[src/rtl/friet_c_stream_out_arbiter_pkg.sv]
// Shared definitions for the FRIET-C output stream arbiter.
// State encoding, requester indices and default widths.
package friet_c_stream_out_arbiter_pkg;

  typedef enum logic [1:0] {
    IDLE   = 2'b00,
    GRANT0 = 2'b01,
    GRANT1 = 2'b10
  } arb_state_e;

  localparam logic REQ0 = 1'b0;  // ciphertext requester
  localparam logic REQ1 = 1'b1;  // tag requester

  localparam int DIN_WIDTH_DEF      = 128;
  localparam int DIN_SIZE_WIDTH_DEF = 4;

endpackage

[src/rtl/friet_c_stream_slot.sv]
// Single-entry output slot: holds one beat (data, size, last, source) until
// the downstream buffer takes it. A load on the same cycle as a drain keeps
// the slot full with the new beat.
module friet_c_stream_slot
  import friet_c_stream_out_arbiter_pkg::*;
#(
  parameter int DIN_WIDTH      = DIN_WIDTH_DEF,
  parameter int DIN_SIZE_WIDTH = DIN_SIZE_WIDTH_DEF
) (
  input  logic                      clk,
  input  logic                      rst,
  input  logic                      load,
  input  logic [DIN_WIDTH-1:0]      load_data,
  input  logic [DIN_SIZE_WIDTH:0]   load_size,
  input  logic                      load_last,
  input  logic                      load_src,
  input  logic                      dout_ready,
  output logic [DIN_WIDTH-1:0]      dout,
  output logic [DIN_SIZE_WIDTH:0]   dout_size,
  output logic                      dout_last,
  output logic                      dout_valid,
  output logic                      dout_src
);

  // Slot register: load wins over drain; data fields only change on a load.
  always_ff @(posedge clk or negedge rst) begin
    if (!rst) begin
      dout       <= '0;
      dout_size  <= '0;
      dout_last  <= 1'b0;
      dout_valid <= 1'b0;
      dout_src   <= REQ0;
    end else if (load) begin
      dout       <= load_data;
      dout_size  <= load_size;
      dout_last  <= load_last;
      dout_valid <= 1'b1;
      dout_src   <= load_src;
    end else if (dout_ready) begin
      dout_valid <= 1'b0;
    end
  end

endmodule

[src/rtl/friet_c_stream_out_arbiter.sv]
// Two-requester packet arbiter in front of the FRIET-C output stream buffer.
// A grant is held for a whole packet; IDLE costs one arbitration bubble.
// Build option FRIET_ARB_FIXED_PRIORITY_EN: requester 0 always wins a tie;
// otherwise ties go round-robin against the last-served pointer.
module friet_c_stream_out_arbiter
  import friet_c_stream_out_arbiter_pkg::*;
#(
  parameter int DIN_WIDTH      = DIN_WIDTH_DEF,
  parameter int DIN_SIZE_WIDTH = DIN_SIZE_WIDTH_DEF
) (
  input  logic                      clk,
  input  logic                      rst,
  input  logic [DIN_WIDTH-1:0]      din0,
  input  logic [DIN_SIZE_WIDTH:0]   din0_size,
  input  logic                      din0_last,
  input  logic                      din0_valid,
  output logic                      din0_ready,
  input  logic [DIN_WIDTH-1:0]      din1,
  input  logic [DIN_SIZE_WIDTH:0]   din1_size,
  input  logic                      din1_last,
  input  logic                      din1_valid,
  output logic                      din1_ready,
  output logic [DIN_WIDTH-1:0]      dout,
  output logic [DIN_SIZE_WIDTH:0]   dout_size,
  output logic                      dout_last,
  output logic                      dout_valid,
  input  logic                      dout_ready,
  output logic                      dout_src,
  output logic                      busy
);

  arb_state_e state, state_nxt;
  logic       last_srv;
  logic       can_take;
  logic       win1;
  logic       acc0, acc1;

  // Slot can take a beat when empty or when it is draining this cycle.
  assign can_take = !dout_valid || dout_ready;
  assign acc0     = din0_valid && din0_ready;
  assign acc1     = din1_valid && din1_ready;
  assign busy     = (state != IDLE);

  // Arbitration winner, only consulted in IDLE with some request pending.
  always_comb begin
`ifdef FRIET_ARB_FIXED_PRIORITY_EN
    win1 = !din0_valid;
`else
    win1 = din1_valid && (!din0_valid || last_srv == REQ0);
`endif
  end

  // Next state and per-port ready; only the granted port may be ready.
  always_comb begin
    state_nxt  = state;
    din0_ready = 1'b0;
    din1_ready = 1'b0;
    case (state)
      IDLE: begin
        if (din0_valid || din1_valid)
          state_nxt = win1 ? GRANT1 : GRANT0;
      end
      GRANT0: begin
        din0_ready = can_take;
        if (din0_valid && can_take && din0_last) state_nxt = IDLE;
      end
      GRANT1: begin
        din1_ready = can_take;
        if (din1_valid && can_take && din1_last) state_nxt = IDLE;
      end
      default: state_nxt = IDLE;
    endcase
  end

  // State register and last-served pointer (updated on a packet's final beat).
  always_ff @(posedge clk or negedge rst) begin
    if (!rst) begin
      state    <= IDLE;
      last_srv <= REQ1;
    end else begin
      state <= state_nxt;
      if (acc0 && din0_last)      last_srv <= REQ0;
      else if (acc1 && din1_last) last_srv <= REQ1;
    end
  end

  friet_c_stream_slot #(
    .DIN_WIDTH      (DIN_WIDTH),
    .DIN_SIZE_WIDTH (DIN_SIZE_WIDTH)
  ) u_slot (
    .clk        (clk),
    .rst        (rst),
    .load       (acc0 || acc1),
    .load_data  (acc1 ? din1 : din0),
    .load_size  (acc1 ? din1_size : din0_size),
    .load_last  (acc1 ? din1_last : din0_last),
    .load_src   (acc1 ? REQ1 : REQ0),
    .dout_ready (dout_ready),
    .dout       (dout),
    .dout_size  (dout_size),
    .dout_last  (dout_last),
    .dout_valid (dout_valid),
    .dout_src   (dout_src)
  );

endmodule

[config.mk]
export PLATFORM = sky130hd
export DESIGN_NAME = friet_c_stream_out_arbiter
export DESIGN_NICKNAME = d
export VERILOG_FILES = /design/src/rtl/friet_c_stream_out_arbiter_pkg.sv /design/src/rtl/friet_c_stream_slot.sv /design/src/rtl/friet_c_stream_out_arbiter.sv
export SDC_FILE = /design/constraint.sdc
export NUM_CORES = 1
export LEC_CHECK = 0
export ABC_AREA = 0
export CAP_MARGIN = 20
export CORE_AREA = 2 2 159 161
export DETAILED_ROUTE_END_ITERATION = 7
export DIE_AREA = 0 0 161 163
export PLACE_DENSITY_LB_ADDON = 0.1
export SETUP_SLACK_MARGIN = 0.3
export SKIP_CTS_REPAIR_TIMING = 1
export SYNTH_ARGS = -nofsm -noshare
export SYNTH_HDL_FRONTEND = slang
export SYNTH_SLANG_ARGS = --single-unit
export TNS_END_PERCENT = 1
[constraint.sdc]
create_clock -name clk -period 4.8 [get_ports clk]
set_input_delay 0.96 -clock clk [delete_from_list [all_inputs] [get_ports clk]]
set_output_delay 0.96 -clock clk [all_outputs]
set_load 0.05 [all_outputs]
==> results of run 1 <==
state kept, by name, indices dropped and copies added (netlist names):
register           count
u_slot.dout          128
u_slot.dout_size       5
state                  2
last_srv               1
u_slot.dout_last       1
u_slot.dout_src        1
u_slot.dout_valid      1
power by group:
part           total (mW)  switching (mW)  internal [mW]
logic                5.28            3.14           2.13
registers            2.11           0.320           1.79
clock network        1.41           0.485          0.928
total                8.80            3.95           4.85
routing by layer:
layer	global-route usage [%]	wire, microns
met1	16.7	7870
met4	6.01	466
met2	30.2	11600
met5	0	0
met3	4.81	1690
kinds of logic after synthesis:
logic type | count (synthesis) | synth area share [%]
flops | 139 | 49.0
mux | 262 | 44.0
buf+inv | 33 | 3.82
simple gates | 24 | 2.20
compound gates | 13 | 1.06
layout by cell type (no fill, tap or decap), drive strengths merged, types with 4 or more instances in the layout:
cell,Yosys,final
clkdlybuf4s50,0,410
mux2,262,262
dfrtp,138,138
clkbuf,2,18
buf,31,11
o21ai,5,5
a31oi,5,5
bufinv,0,5
nand2,4,4
nand3,4,4
nor3,4,4
clkinv,0,4
worst max path at each step:
stage	startpoint	end	slack, ns	cells after the start
finish	dout_ready	din0_ready	0.92	4
global route	dout_ready	din1_ready	0.80	4
CTS	dout_ready	din1_ready	0.92	4
detailed placement	dout_ready	din1_ready	0.92	4
global placement	dout_ready	din1_ready	0.96	4
floorplan	dout_ready	din0_ready	1.49	3
cell type report:
type	instances	area, sq um	area share [%]
flip-flops and latches	139	3480	28.7
multi-input cells	299	3360	27.7
well taps	330	413	3.40
repair buffers	421	4240	35.0
clock inverters	11	196	1.62
clock buffers	18	439	3.62
stage by stage:
stage	worst slack [ns]	util, %	hold slack [ns]	cell area, sq um	power, mW
global route	0.802	49.2	0.498	12100	9.18
finish	0.924	49.2	0.485	12100	8.80
global placement	0.963	46.6	0.474	11500	7.39
floorplan	1.49	-	0.509	7110	5.61
CTS	0.918	49.2	0.494	12100	8.92
detailed placement	0.924	46.6	0.479	11500	7.47
critical path: cells and delay by family:
family | cells | cell delay (ns)
buf+inv | 2 | 1.17
simple gates | 2 | 0.79
==> impl_metrics.toml, run 1 <==
[routing]
routed_wl_mm = 21.6
drt-wirelength-per-cell_microns = 17.7
ant_nets = 0
drc_errors = 0
vias_per_cell = 4.38
drt_iter0_drc = 98
vias = 5329
first_pass_iters = 4

[clocking]
clock_latency_ns = 0.41
cts_tree = "yes"
htreeDepth = 4
clockBufferDepth = 2
clk_pin_slew_ns = 0.06
cts_sinks = 139
cts_root_buf = "clkbuf_16"
cts_buffers = 17

[logic_synthesis]
yosys-top-cells-count = "mux2_2 (212), dfrtp_1 (138), mux2_4 (46), buf_6 (17), buf_2 (13)"
synth_warnings = 0
synth_edf_count = 0
syn-num-nets = 744
synthMostInstantiatedCell = "mux2_2"
yosysTopAreaCellShare_pct = 48.6
synthTopCellsByArea = "dfrtp_1 (49%), mux2_2 (34%), mux2_4 (9.7%)"
ys.flop_type = "dfrtp_1"
avgSynthCellArea_sq_um = 15.1
syn_area_sq_um = 7110
syn_inst = 471
ys_seq_area_share_pct = 49.0
post-synth-top-area-cell = "dfrtp_1"
ys_async_sr_fraction_pct = 100
ys_ff_latch = 139
ys_types = 24

[setup_path]
arrival_ns = 2.92
crit_fanout = 11
ff2ff_path_depth = 4
worst-setup-path-type = "in -> out"
r2r_setup_slack_ns = 2.39
required_ns = 3.84
r2r_end = "u_slot.dout[19]"
cp-start-kind = "input pin"
cp-end-kind = "output port"
timing.critical_path.mode_cell = "clkdlybuf4s50_1"
cp_cell_sequence = "clkdlybuf4s50_1 > nor2b_1 > nor3b_1 > clkdlybuf4s50_1"
cp_slowest_stage_delay_ns = 0.75
crit_slowest_cell = "clkdlybuf4s50_1"
r2r_start = "state[1]"

[placement]
placed_cells = 1189
port-buffer-count = 411
hpwl_mm = 16.7
finalWeightedCongestion = 0.823

[timing]
slew_viol_final = 0
post-route-period-util_pct = 80.8
skew_ns = 0.0101
hold_viol = 0
slew_headroom_pct = 39.8
setup_viol = 0
grt_setup_unrepaired = "false"
fmaxAchievable_ghz = 0.258
worst_pin_slew_ns = 0.902
post-route-min-period_ns = 3.88
setup-tns-final_ns = 0

[global_routing]
grt_pass1_vias = 5890
track_usage_pct = 16.0
grt_max_degree = 136
grt_pass1_wl_mm = 32.3
grt_overflow = 0
antenna_found_initial = 0

[final_layout]
drive_above_1_share_pct = 34.0
nets = 1151
num-fill-cells = 2181
layout.cells.non_filler = 1218
antennaDiodeCount = 0
synthToLayoutAreaGrowth_pct = 70.7

[power]
peakVddDrop_mv = 0.326
power_per_cell_area_nw_per_um2 = 726
p_leak_nw = 4.99

[worst_hold_path]
worstHoldPathType = "reg -> reg"
min_to = "u_slot.dout[46]"
hold_start = "u_slot.dout[46]"
hold_path_depth = 1

[die]
floorplan.io_pins = 412
start_util_pct = 28.8
rows = 58
die_w_microns = 161
coreArea_sq_um = 24700
dieArea_sq_um = 26200
dieHeight_microns = 163

[status]
status = "completed"

[job]
maxCapViolCount = 0
Note: power is estimated with default switching activity, not from simulation.
==> run 2, diff against run 1 <==
--- a/config.mk
+++ b/config.mk
@@ -7,9 +7,9 @@
 export LEC_CHECK = 0
 export ABC_AREA = 0
 export CAP_MARGIN = 20
-export CORE_AREA = 2 2 159 161
+export CORE_AREA = 2 2 160 162
 export DETAILED_ROUTE_END_ITERATION = 7
-export DIE_AREA = 0 0 161 163
+export DIE_AREA = 0 0 162 164
 export PLACE_DENSITY_LB_ADDON = 0.1
 export SETUP_SLACK_MARGIN = 0.3
 export SKIP_CTS_REPAIR_TIMING = 1
==> constraint.sdc (replaced) <==
create_clock -name clk -period 3.8 [get_ports clk]
set_input_delay 0.76 -clock clk [delete_from_list [all_inputs] [get_ports clk]]
set_output_delay 0.76 -clock clk [all_outputs]
set_load 0.05 [all_outputs]
==> run 2 against run 1 <==
  * Via count rose by 1.4%
  * Cell count did not move
  * Register-to-register slack got worse by 0.79 ns
  * Design area fell by 0.71%
  * Setup slack got worse by 0.32 ns
  * Power rose by 24%
  * Critical path depth did not move
  * Critical endpoint unchanged
  * Largest cell class unchanged
  * Largest power group unchanged
  * Highest routed layer unchanged
==> impl_metrics.toml, run 2 (synthesized netlist as in run 1, its figures left out) <==
[routing]
routed_wl_mm = 21.7
vias = 5404
first_pass_iters = 4
vias_per_cell = 4.44
drc_errors = 0
drt_iter0_drc = 132
drt-wirelength-per-cell_microns = 17.8
ant_nets = 0

[worst_hold_path]
worstHoldPathType = "in -> async"

[final_layout]
drive_above_1_share_pct = 33.6
largest_reg_flops = 128
top_regs = "u_slot.dout x128, u_slot.dout_size x5, state x2"
regMostFlops = "u_slot.dout"
synthToLayoutAreaGrowth_pct = 69.5
final_common_cell = "clkdlybuf4s50_1"
num-fill-cells = 2198
nets = 1147
most-common-layout-cells = "clkdlybuf4s50_1 (410), mux2_2 (212), dfrtp_1 (138)"
register_area_sq_um = 3480
multi_input_area_sq_um = 3360

[job]
maxCapViolCount = 0

[global_routing]
antenna_found_initial = 1
grt_overflow = 0
grt_pass1_vias = 5958
track_usage_pct = 16.0
grt_max_degree = 99
grt_pass1_wl_mm = 32.8

[setup_path]
arrival_ns = 2.44
cp-start-kind = "input pin"
required_ns = 3.04
worst-setup-path-type = "in -> out"
cp-end-kind = "output port"
crit_fanout = 3

[die]
dieArea_sq_um = 26600
die_w_microns = 162
floorplan.io_pins = 412
rows = 58
coreArea_sq_um = 24800
dieHeight_microns = 164
start_util_pct = 28.6

[power]
peakVddDrop_mv = 0.361
totalPowerFinal_mw = 10.9
p_leak_nw = 4.94
power_per_cell_area_nw_per_um2 = 903

[clocking]
htreeDepth = 4
cts_tree = "yes"
cts_sinks = 139
cts_root_buf = "clkbuf_16"
clockBufferDepth = 2
cts_buffers = 17
clk_pin_slew_ns = 0.06
clock_latency_ns = 0.42

[timing]
worst_pin_slew_ns = 0.690
slew_headroom_pct = 54.0
skew_ns = 0.0102
setup_viol = 0
grt_setup_unrepaired = "false"
fmaxAchievable_ghz = 0.313
slew_viol_final = 0
post-route-min-period_ns = 3.20
hold_viol = 0
post-route-period-util_pct = 84.1
setup-tns-final_ns = 0

[placement]
finalWeightedCongestion = 0.785
port-buffer-count = 411
hpwl_mm = 16.8

[status]
status = "completed"
## run 2: changes by cell type in the layout (fill, tap and decap cells not counted)
cell / previous run / this run
buf_4: 6 / 2
bufinv_16: 5 / 2
inv_6: 0 / 3
clkbuf_1: 0 / 2
diode_2: 0 / 2
clkbuf_8: 1 / 0
clkinv_4: 3 / 4
## run 2: cell type report
| cell class | count | share of cell area (%) |
|---|---|---|
| tap | 330 | 3.43 |
| clock inverter | 12 | 1.17 |
| multi-input combinational | 299 | 27.9 |
| antenna | 2 | 0.0416 |
| sequential | 139 | 28.9 |
| clock buffer | 19 | 3.59 |
| timing repair buffer | 417 | 35.0 |
## run 2: path summary, 6_finish.rpt
kind	startpoint	end	slack, ns	cells after the start
max	dout_ready	din0_ready	0.60	4
min	rst	u_slot.dout[26]	0.33	1
max reg2reg	state[1]	u_slot.dout[86]	1.60	4
min reg2reg	u_slot.dout[47]	u_slot.dout[47]	0.48	1
max in group asynchronous	rst	last_srv	2.54	2
min in group clk	u_slot.dout[47]	u_slot.dout[47]	0.48	1
## run 2: power breakdown
part           leakage (nW)  internal, mW  switching (mW)  total, mW
sequential             1.64          2.26           0.395       2.65
clock                 0.274         0.971           0.656       1.63
combinational          3.03          2.65            3.94       6.60
## run 2: stage by stage
step	hold slack, ns	area (sq um)	util (%)	setup WS, ns	cells
2_1_floorplan	0.464	7110	-	0.889	471
3_3_place_gp	0.469	11500	46.2	0.683	1185
3_5_place_dp	0.476	11500	46.2	0.617	1185
4_1_cts	0.363	12000	48.5	0.609	1216
5_1_grt	0.376	12000	48.5	0.541	1217
6_report	0.328	12000	48.5	0.603	1218
## run 2: critical path: stages
cell	delay, ns
clkdlybuf4s50_1	0.49
nor2b_1	0.09
nor3b_1	0.24
clkdlybuf4s50_1	0.85
## run 2: layer usage
| metal | global-route usage (%) | routed length (microns) |
|---|---|---|
| met5 | 0 | 0 |
| met4 | 5.71 | 429 |
| met3 | 5.53 | 1880 |
| met2 | 30.2 | 11700 |
| met1 | 16.4 | 7720 |
